[src/rtl/datapath_ctrl_pkg.sv]
// rtl/datapath_ctrl_pkg.sv - shared encodings and FSM state type for the datapath controller
package datapath_ctrl_pkg;

  localparam logic [6:0]  OP_R       = 7'b0110011;
  localparam logic [6:0]  OP_IMM     = 7'b0010011;
  localparam logic [6:0]  OP_LOAD    = 7'b0000011;
  localparam logic [6:0]  OP_STORE   = 7'b0100011;
  localparam logic [6:0]  OP_SYSTEM  = 7'b1110011;

  localparam logic [2:0]  FUNCT3_ADD = 3'b000;
  localparam logic [2:0]  FUNCT3_D   = 3'b011;

  localparam logic [6:0]  FUNCT7_ADD = 7'b0000000;
  localparam logic [6:0]  FUNCT7_SUB = 7'b0100000;

  localparam logic [31:0] EBREAK     = 32'h0010_0073;

  typedef enum logic [2:0] {
    S_IDLE,
    S_FETCH,
    S_DECODE,
    S_EXEC,
    S_HALT
  } state_t;

endpackage

[src/rtl/rv_decoder.sv]
// rtl/rv_decoder.sv - combinational IR decode into datapath controls, immediate and illegal flag
module rv_decoder
  import datapath_ctrl_pkg::*;
(
  input  logic [31:0] ir,
  output logic [11:0] immediate,
  output logic        sub,
  output logic        rf_din_sel,
  output logic        ula_din2_sel,
  output logic        wr_rf,
  output logic        wr_mem,
  output logic        ebreak,
  output logic        illegal
);

  logic [6:0] opcode;
  logic [2:0] funct3;
  logic [6:0] funct7;

  assign opcode = ir[6:0];
  assign funct3 = ir[14:12];
  assign funct7 = ir[31:25];

  // Defaults describe an idle datapath, which is also what an illegal word decodes to.
  always_comb begin
    immediate    = '0;
    sub          = 1'b0;
    rf_din_sel   = 1'b1;
    ula_din2_sel = 1'b0;
    wr_rf        = 1'b0;
    wr_mem       = 1'b0;
    ebreak       = 1'b0;
    illegal      = 1'b1;
    case (opcode)
      OP_R: begin
        if (funct3 == FUNCT3_ADD && (funct7 == FUNCT7_ADD || funct7 == FUNCT7_SUB)) begin
          illegal = 1'b0;
          sub     = (funct7 == FUNCT7_SUB);
          wr_rf   = 1'b1;
        end
      end
      OP_IMM: begin
        if (funct3 == FUNCT3_ADD) begin
          illegal      = 1'b0;
          ula_din2_sel = 1'b1;
          immediate    = ir[31:20];
          wr_rf        = 1'b1;
        end
      end
      OP_LOAD: begin
        if (funct3 == FUNCT3_D) begin
          illegal      = 1'b0;
          ula_din2_sel = 1'b1;
          immediate    = ir[31:20];
          rf_din_sel   = 1'b0;
          wr_rf        = 1'b1;
        end
      end
      OP_STORE: begin
        if (funct3 == FUNCT3_D) begin
          illegal      = 1'b0;
          ula_din2_sel = 1'b1;
          immediate    = {ir[31:25], ir[11:7]};
          wr_mem       = 1'b1;
        end
      end
      OP_SYSTEM: begin
        if (ir == EBREAK) begin
          illegal = 1'b0;
          ebreak  = 1'b1;
        end
      end
      default: ;
    endcase
  end

endmodule

[src/rtl/datapath_ctrl.sv]
// rtl/datapath_ctrl.sv - multi-cycle fetch/decode/exec sequencer driving the add/sub/load/store datapath
module datapath_ctrl
  import datapath_ctrl_pkg::*;
#(
  parameter int              PC_W     = 32,
  parameter logic [PC_W-1:0] RESET_PC = '0
) (
  input  logic            CLK,
  input  logic            RST_N,
  input  logic            RUN,
  output logic            IM_REQ,
  output logic [PC_W-1:0] IM_ADDR,
  input  logic            IM_ACK,
  input  logic [31:0]     IM_DATA,
  output logic [4:0]      rs1,
  output logic [4:0]      rs2,
  output logic [4:0]      rd,
  output logic [11:0]     immediate,
  output logic            sub,
  output logic            WE_RF,
  output logic            WE_MEM,
  output logic            RF_din_sel,
  output logic            ULA_din2_sel,
  output logic            HALTED,
  output logic            ILLEGAL,
  output logic [31:0]     INSTRET
);

  state_t          state_q, state_d;
  logic [PC_W-1:0] pc_q;
  logic [31:0]     ir_q;
  logic [31:0]     instret_q;
  logic            illegal_q;

  logic dec_wr_rf, dec_wr_mem, dec_ebreak, dec_illegal;

  rv_decoder u_decoder (
    .ir           (ir_q),
    .immediate    (immediate),
    .sub          (sub),
    .rf_din_sel   (RF_din_sel),
    .ula_din2_sel (ULA_din2_sel),
    .wr_rf        (dec_wr_rf),
    .wr_mem       (dec_wr_mem),
    .ebreak       (dec_ebreak),
    .illegal      (dec_illegal)
  );

  assign rs1     = ir_q[19:15];
  assign rs2     = ir_q[24:20];
  assign rd      = ir_q[11:7];
  assign IM_ADDR = pc_q;
  assign INSTRET = instret_q;
  assign ILLEGAL = illegal_q;

  always_ff @(posedge CLK or negedge RST_N) begin
    if (!RST_N) state_q <= S_IDLE;
    else        state_q <= state_d;
  end

  // Enables are decoded from the state register so an async reset clears them at once.
  always_comb begin
    state_d = state_q;
    IM_REQ  = 1'b0;
    WE_RF   = 1'b0;
    WE_MEM  = 1'b0;
    HALTED  = 1'b0;
    case (state_q)
      S_IDLE:   if (RUN) state_d = S_FETCH;
      S_FETCH: begin
        IM_REQ = 1'b1;
        if (IM_ACK) state_d = S_DECODE;
      end
      S_DECODE: state_d = (dec_ebreak || dec_illegal) ? S_HALT : S_EXEC;
      S_EXEC: begin
        WE_RF   = dec_wr_rf && (rd != 5'd0);
        WE_MEM  = dec_wr_mem;
        state_d = S_FETCH;
      end
      S_HALT:   HALTED = 1'b1;
      default:  state_d = S_IDLE;
    endcase
  end

  always_ff @(posedge CLK or negedge RST_N) begin
    if (!RST_N) begin
      pc_q      <= RESET_PC;
      ir_q      <= '0;
      instret_q <= '0;
      illegal_q <= 1'b0;
    end else begin
      if (state_q == S_FETCH && IM_ACK) ir_q <= IM_DATA;
      if (state_q == S_DECODE && dec_illegal) illegal_q <= 1'b1;
      if (state_q == S_EXEC) begin
        pc_q      <= pc_q + PC_W'(4);
        instret_q <= instret_q + 32'd1;
      end
    end
  end

endmodule

[config.mk]
export PLATFORM = sky130hd
export DESIGN_NAME = datapath_ctrl
export DESIGN_NICKNAME = d
export VERILOG_FILES = /design/src/rtl/datapath_ctrl_pkg.sv /design/src/rtl/rv_decoder.sv /design/src/rtl/datapath_ctrl.sv
export SDC_FILE = /design/constraint.sdc
export NUM_CORES = 1
export LEC_CHECK = 0
export CAP_MARGIN = 10
export CELL_PAD_IN_SITES_DETAIL_PLACEMENT = 2
export CELL_PAD_IN_SITES_GLOBAL_PLACEMENT = 2
export CORE_MARGIN = 3
export CORE_UTILIZATION = 32
export DETAILED_ROUTE_END_ITERATION = 8
export PLACE_DENSITY = 0.84
export SLEW_MARGIN = 20
export SYNTH_ARGS = -nofsm -noshare
export SYNTH_HDL_FRONTEND = slang
export SYNTH_SLANG_ARGS = --single-unit
[constraint.sdc]
create_clock -name CLK -period 3 [get_ports CLK]
set_input_delay 0.45 -clock CLK [delete_from_list [all_inputs] [get_ports CLK]]
set_output_delay 0.45 -clock CLK [all_outputs]
set_load 0.01 [all_outputs]
==> reports/qor.txt <==
TIMING
--------------------------------------------------------------------------------------
Maximum clock frequency                                                        334 MHz
Largest clock skew in the final design                                      0.00672 ns
Final Critical Period                                                          3.00 ns
Hold slack                                                                    0.113 ns
Ratio of final minimum period to clock period                                    99.9%
Hold Violations, Final                                                               0
Number of failing setup endpoints in the final timing report                         0
Slew at the pin closest to its max-slew limit                                 0.817 ns
Slew Limit Headroom                                                              45.3%
Number of slew-limit violations in the final report                                  0

LOGIC SYNTHESIS
--------------------------------------------------------------------------------------
Post-synth EDFFs                                                                     0
Most area-hungry cell type in the Yosys netlist                           sky130_fd_sc_hd__dfrtp_1
Synthesized netlist cell count                                                     393
Post-synth cell types                                                               41
Mux cell area share after synthesis                                              7.57%
Simple-gate share of the synthesized area                                        19.3%
Yosys warning count                                                                  0
Post-Synth XOR/XNOR Area                                                         11.4%
Dominant combinational cell family by area after synthesis                simple AND/OR/NAND/NOR gates
Leading post-synthesis cells by cell area                                 sky130_fd_sc_hd__dfrtp_1, sky130_fd_sc_hd__xnor2_1, sky130_fd_sc_hd__mux2_2
Primary FF master, synth                                                  sky130_fd_sc_hd__dfrtp_1
Compound-Gate Fraction of Synth Area                                             3.66%
Part of the Yosys area used for sequential elements                              53.2%
Flip-flop and latch count after synthesis                                           98
Share of the synthesized area in the top cell type                               53.2%
Synth async-reset ratio                                                           100%
Adder-cell share of the synthesized area                                        0.543%
Post-synthesis instance area                                                4610 sq um
Post-synthesis area per instance                                            11.7 sq um

PLACED DESIGN
--------------------------------------------------------------------------------------
Weighted congestion reported at the end of routability-driven placement          0.756
Estimated wirelength of the detail-placed design                               10.1 mm
Port-buffer cells                                                                  132

DETAILED ROUTING
--------------------------------------------------------------------------------------
Drc violations                                                                       0
Total iterations of the first detailed-routing run                                   4
Post-detailed-route count of antenna-violating nets                                  0
Vias per cell                                                                     5.12
Vias post-DR                                                                      3653
Initial DRC count                                                                  146
Average wire length per cell after detail routing                              20.0 um
Final WL                                                                       14.3 mm

GLOBAL ROUTE
--------------------------------------------------------------------------------------
Global-route layer with the greatest usage                                        met2
Antenna violations before repair                                                     0
Via count of the first global-routing pass                                        4089
Pin count of the biggest net entering global routing                                51
Global routing met3 resource utilization                                         4.79%
Met2 capacity usage during global routing                                        31.6%
Met1 demand-to-capacity share in global routing                                  23.0%
Tot GR Track Use                                                                 18.5%
Global-route wire length before repair                                         23.3 mm
Global route total overflow                                                          0

CRITICAL PATH
--------------------------------------------------------------------------------------
Kind of start point of the critical path                                          flop
Worst EP required                                                              2.55 ns
Setup slack, reg-to-reg                                                        0.86 ns
Cell count of the worst reg-to-reg path                                              4
Category of the worst setup path capture point                              output pin
Crit path max fanout                                                                 4
Arrival time of data at the critical path endpoint                             2.55 ns
Crit Reg-Reg Startpoint                                                       ir_q[27]
Startpoint-to-endpoint class of the critical path                              reg2out
Endpoint of the most critical register-to-register path                     state_q[0]

CLOCKING
--------------------------------------------------------------------------------------
Buffer cell driving the clock tree root                                   sky130_fd_sc_hd__clkbuf_16
Clock buffer count from CTS                                                          9
Clk pin slew, worst setup/hold paths                                           0.07 ns
Source-to-sink clock delay at the later pin of the worst-skew pair             0.35 ns
TritonCTS clock tree                                                             built
Buffer depth of the longest clock path                                               2
# clock sinks                                                                       98
H-tree depth                                                                         3
Hold Buf Count CTS                                                                   0

FLOORPLAN
--------------------------------------------------------------------------------------
X dimension of the die                                                          126 um
Core area                                                                  14000 sq um
Io pins                                                                            135
Effective utilization at floorplan                                               33.0%
Standard-cell row count                                                             43
Die height                                                                      126 um
Total die area                                                             15900 sq um

FINAL LAYOUT
--------------------------------------------------------------------------------------
Share of post-route cells with drive strength above 1                            15.4%
Area of combinational cells with multiple inputs                            2010 sq um
# diodes                                                                             0
Storage cell area                                                           2450 sq um
Total number of nets in the final design                                           567
Layout overhead on the synthesized area                                          39.9%
Number of fill cells                                                              1421

PWR
--------------------------------------------------------------------------------------
Cell area power density                                                    671 nW/um^2
Lkg Pwr                                                                        2.63 nW
VDD IR-drop max                                                                 410 uV
Total Power Consumption                                                        4.33 mW

STATUS
--------------------------------------------------------------------------------------
Status                                                                    finished clean

RUN
--------------------------------------------------------------------------------------
Number of violations of the max-capacitance limit                                    0

MIN PATH
--------------------------------------------------------------------------------------
Path class of the lowest-slack min-delay path                                 in2async

final cells by class:
cell class              count  share of cell area [%]
clock buffers               9                    3.49
clock inverters             7                   0.698
inverters                   6                   0.349
multi-input cells         263                    31.2
flip-flops and latches     98                    38.0
well taps                 180                    3.49
repair buffers            151                    22.7
where the power goes:
group	internal [mW]	switching [mW]	leakage (nW)
sequential	1.61	0.377	1.28
clock	0.561	0.533	0.135
combinational	0.719	0.529	1.21
critical path, cell delays in order (launching register included):
cell,delay (ns)
sky130_fd_sc_hd__dfrtp_1,0.40
sky130_fd_sc_hd__or4b_4,0.60
sky130_fd_sc_hd__a2111oi_4,0.36
sky130_fd_sc_hd__buf_4,0.18
sky130_fd_sc_hd__buf_4,0.11
sky130_fd_sc_hd__buf_4,0.11
sky130_fd_sc_hd__a22o_1,0.14
sky130_fd_sc_hd__clkdlybuf4s15_1,0.29
per-layer routing:
layer	wire (um)	share of wire [%]
met4	218	1.5
met5	0	0
met2	7290	51
met1	6110	43
met3	690	4.8
cell usage after synthesis (all sizes together) (3+ instances only):
cell type	n
and2	6
nand4b	4
mux2	31
nor2	12
nand3	21
nand4	27
inv	6
xnor2	53
nor4	7
a22o	5
or4	4
nand2	28
and4	7
buf	23
and3	16
dfrtp	98
nor3	6
nor3b	3
clkbuf	4
xor2	7
through the flow:
stage | utilization, % | worst slack, ns | std cells | TNS (ns) | area (sq um)
floorplan | - | 0.670 | 394 | 0 | 4610
finish | 46.1 | 0.00302 | 714 | 0 | 6450
CTS | 45.9 | 0.0116 | 712 | 0 | 6420
global placement | 43.8 | 0.207 | 694 | 0 | 6130
detailed placement | 43.8 | -0.0690 | 694 | -0.0690 | 6130
global route | 46.1 | -0.0770 | 714 | -0.0770 | 6450
kinds of logic (layout without fill, tap and decap cells):
family,after synthesis,after routing
flip-flops,98,98
other,1,2
multiplexers,31,31
buffers and inverters,33,173
adder cells (fa/ha/maj),2,2
XOR/XNOR,60,60
AO/OA/AOI/OAI,19,19
AND/OR/NAND/NOR,149,149
worst max path at each step:
stage	start	slack [ns]	end	cells past startpoint
finish	ir_q[14]	0.003	immediate[2]	7
global route	ir_q[14]	-0.08	immediate[2]	7
CTS	ir_q[14]	0.01	WE_RF	5
detailed placement	ir_q[13]	-0.07	WE_RF	5
global placement	ir_q[13]	0.21	WE_RF	5
floorplan	ir_q[13]	0.67	WE_RF	4
layout by cell type (no fill, tap or decap), types with 7 or more instances in the layout:
master	netlist	layout
sky130_fd_sc_hd__buf_4	17	19
sky130_fd_sc_hd__nand3_1	21	21
sky130_fd_sc_hd__and4_1	7	7
sky130_fd_sc_hd__mux2_2	31	31
sky130_fd_sc_hd__clkbuf_16	0	9
sky130_fd_sc_hd__xnor2_1	53	53
sky130_fd_sc_hd__xor2_1	7	7
sky130_fd_sc_hd__nor2_1	12	12
sky130_fd_sc_hd__clkdlybuf4s50_1	0	124
sky130_fd_sc_hd__nand4_1	27	27
sky130_fd_sc_hd__dfrtp_1	98	98
sky130_fd_sc_hd__and3_1	16	16
sky130_fd_sc_hd__nand2_1	28	28
repair_timing:
item / 4_1_cts / 5_1_grt
setup endpoints to repair: 7 / 10
buffers inserted: 2 / 2
pin swaps: 2 / 1
resized for setup: 12 / 4
sequential cells by signal, summed over array words and instances, names as in the netlist:
| register | flops |
|---|---|
| INSTRET | 32 |
| ir_q | 32 |
| IM_ADDR | 30 |
| state_q | 3 |
| ILLEGAL | 1 |
No activity file was read; power rests on OpenSTA's default activity.
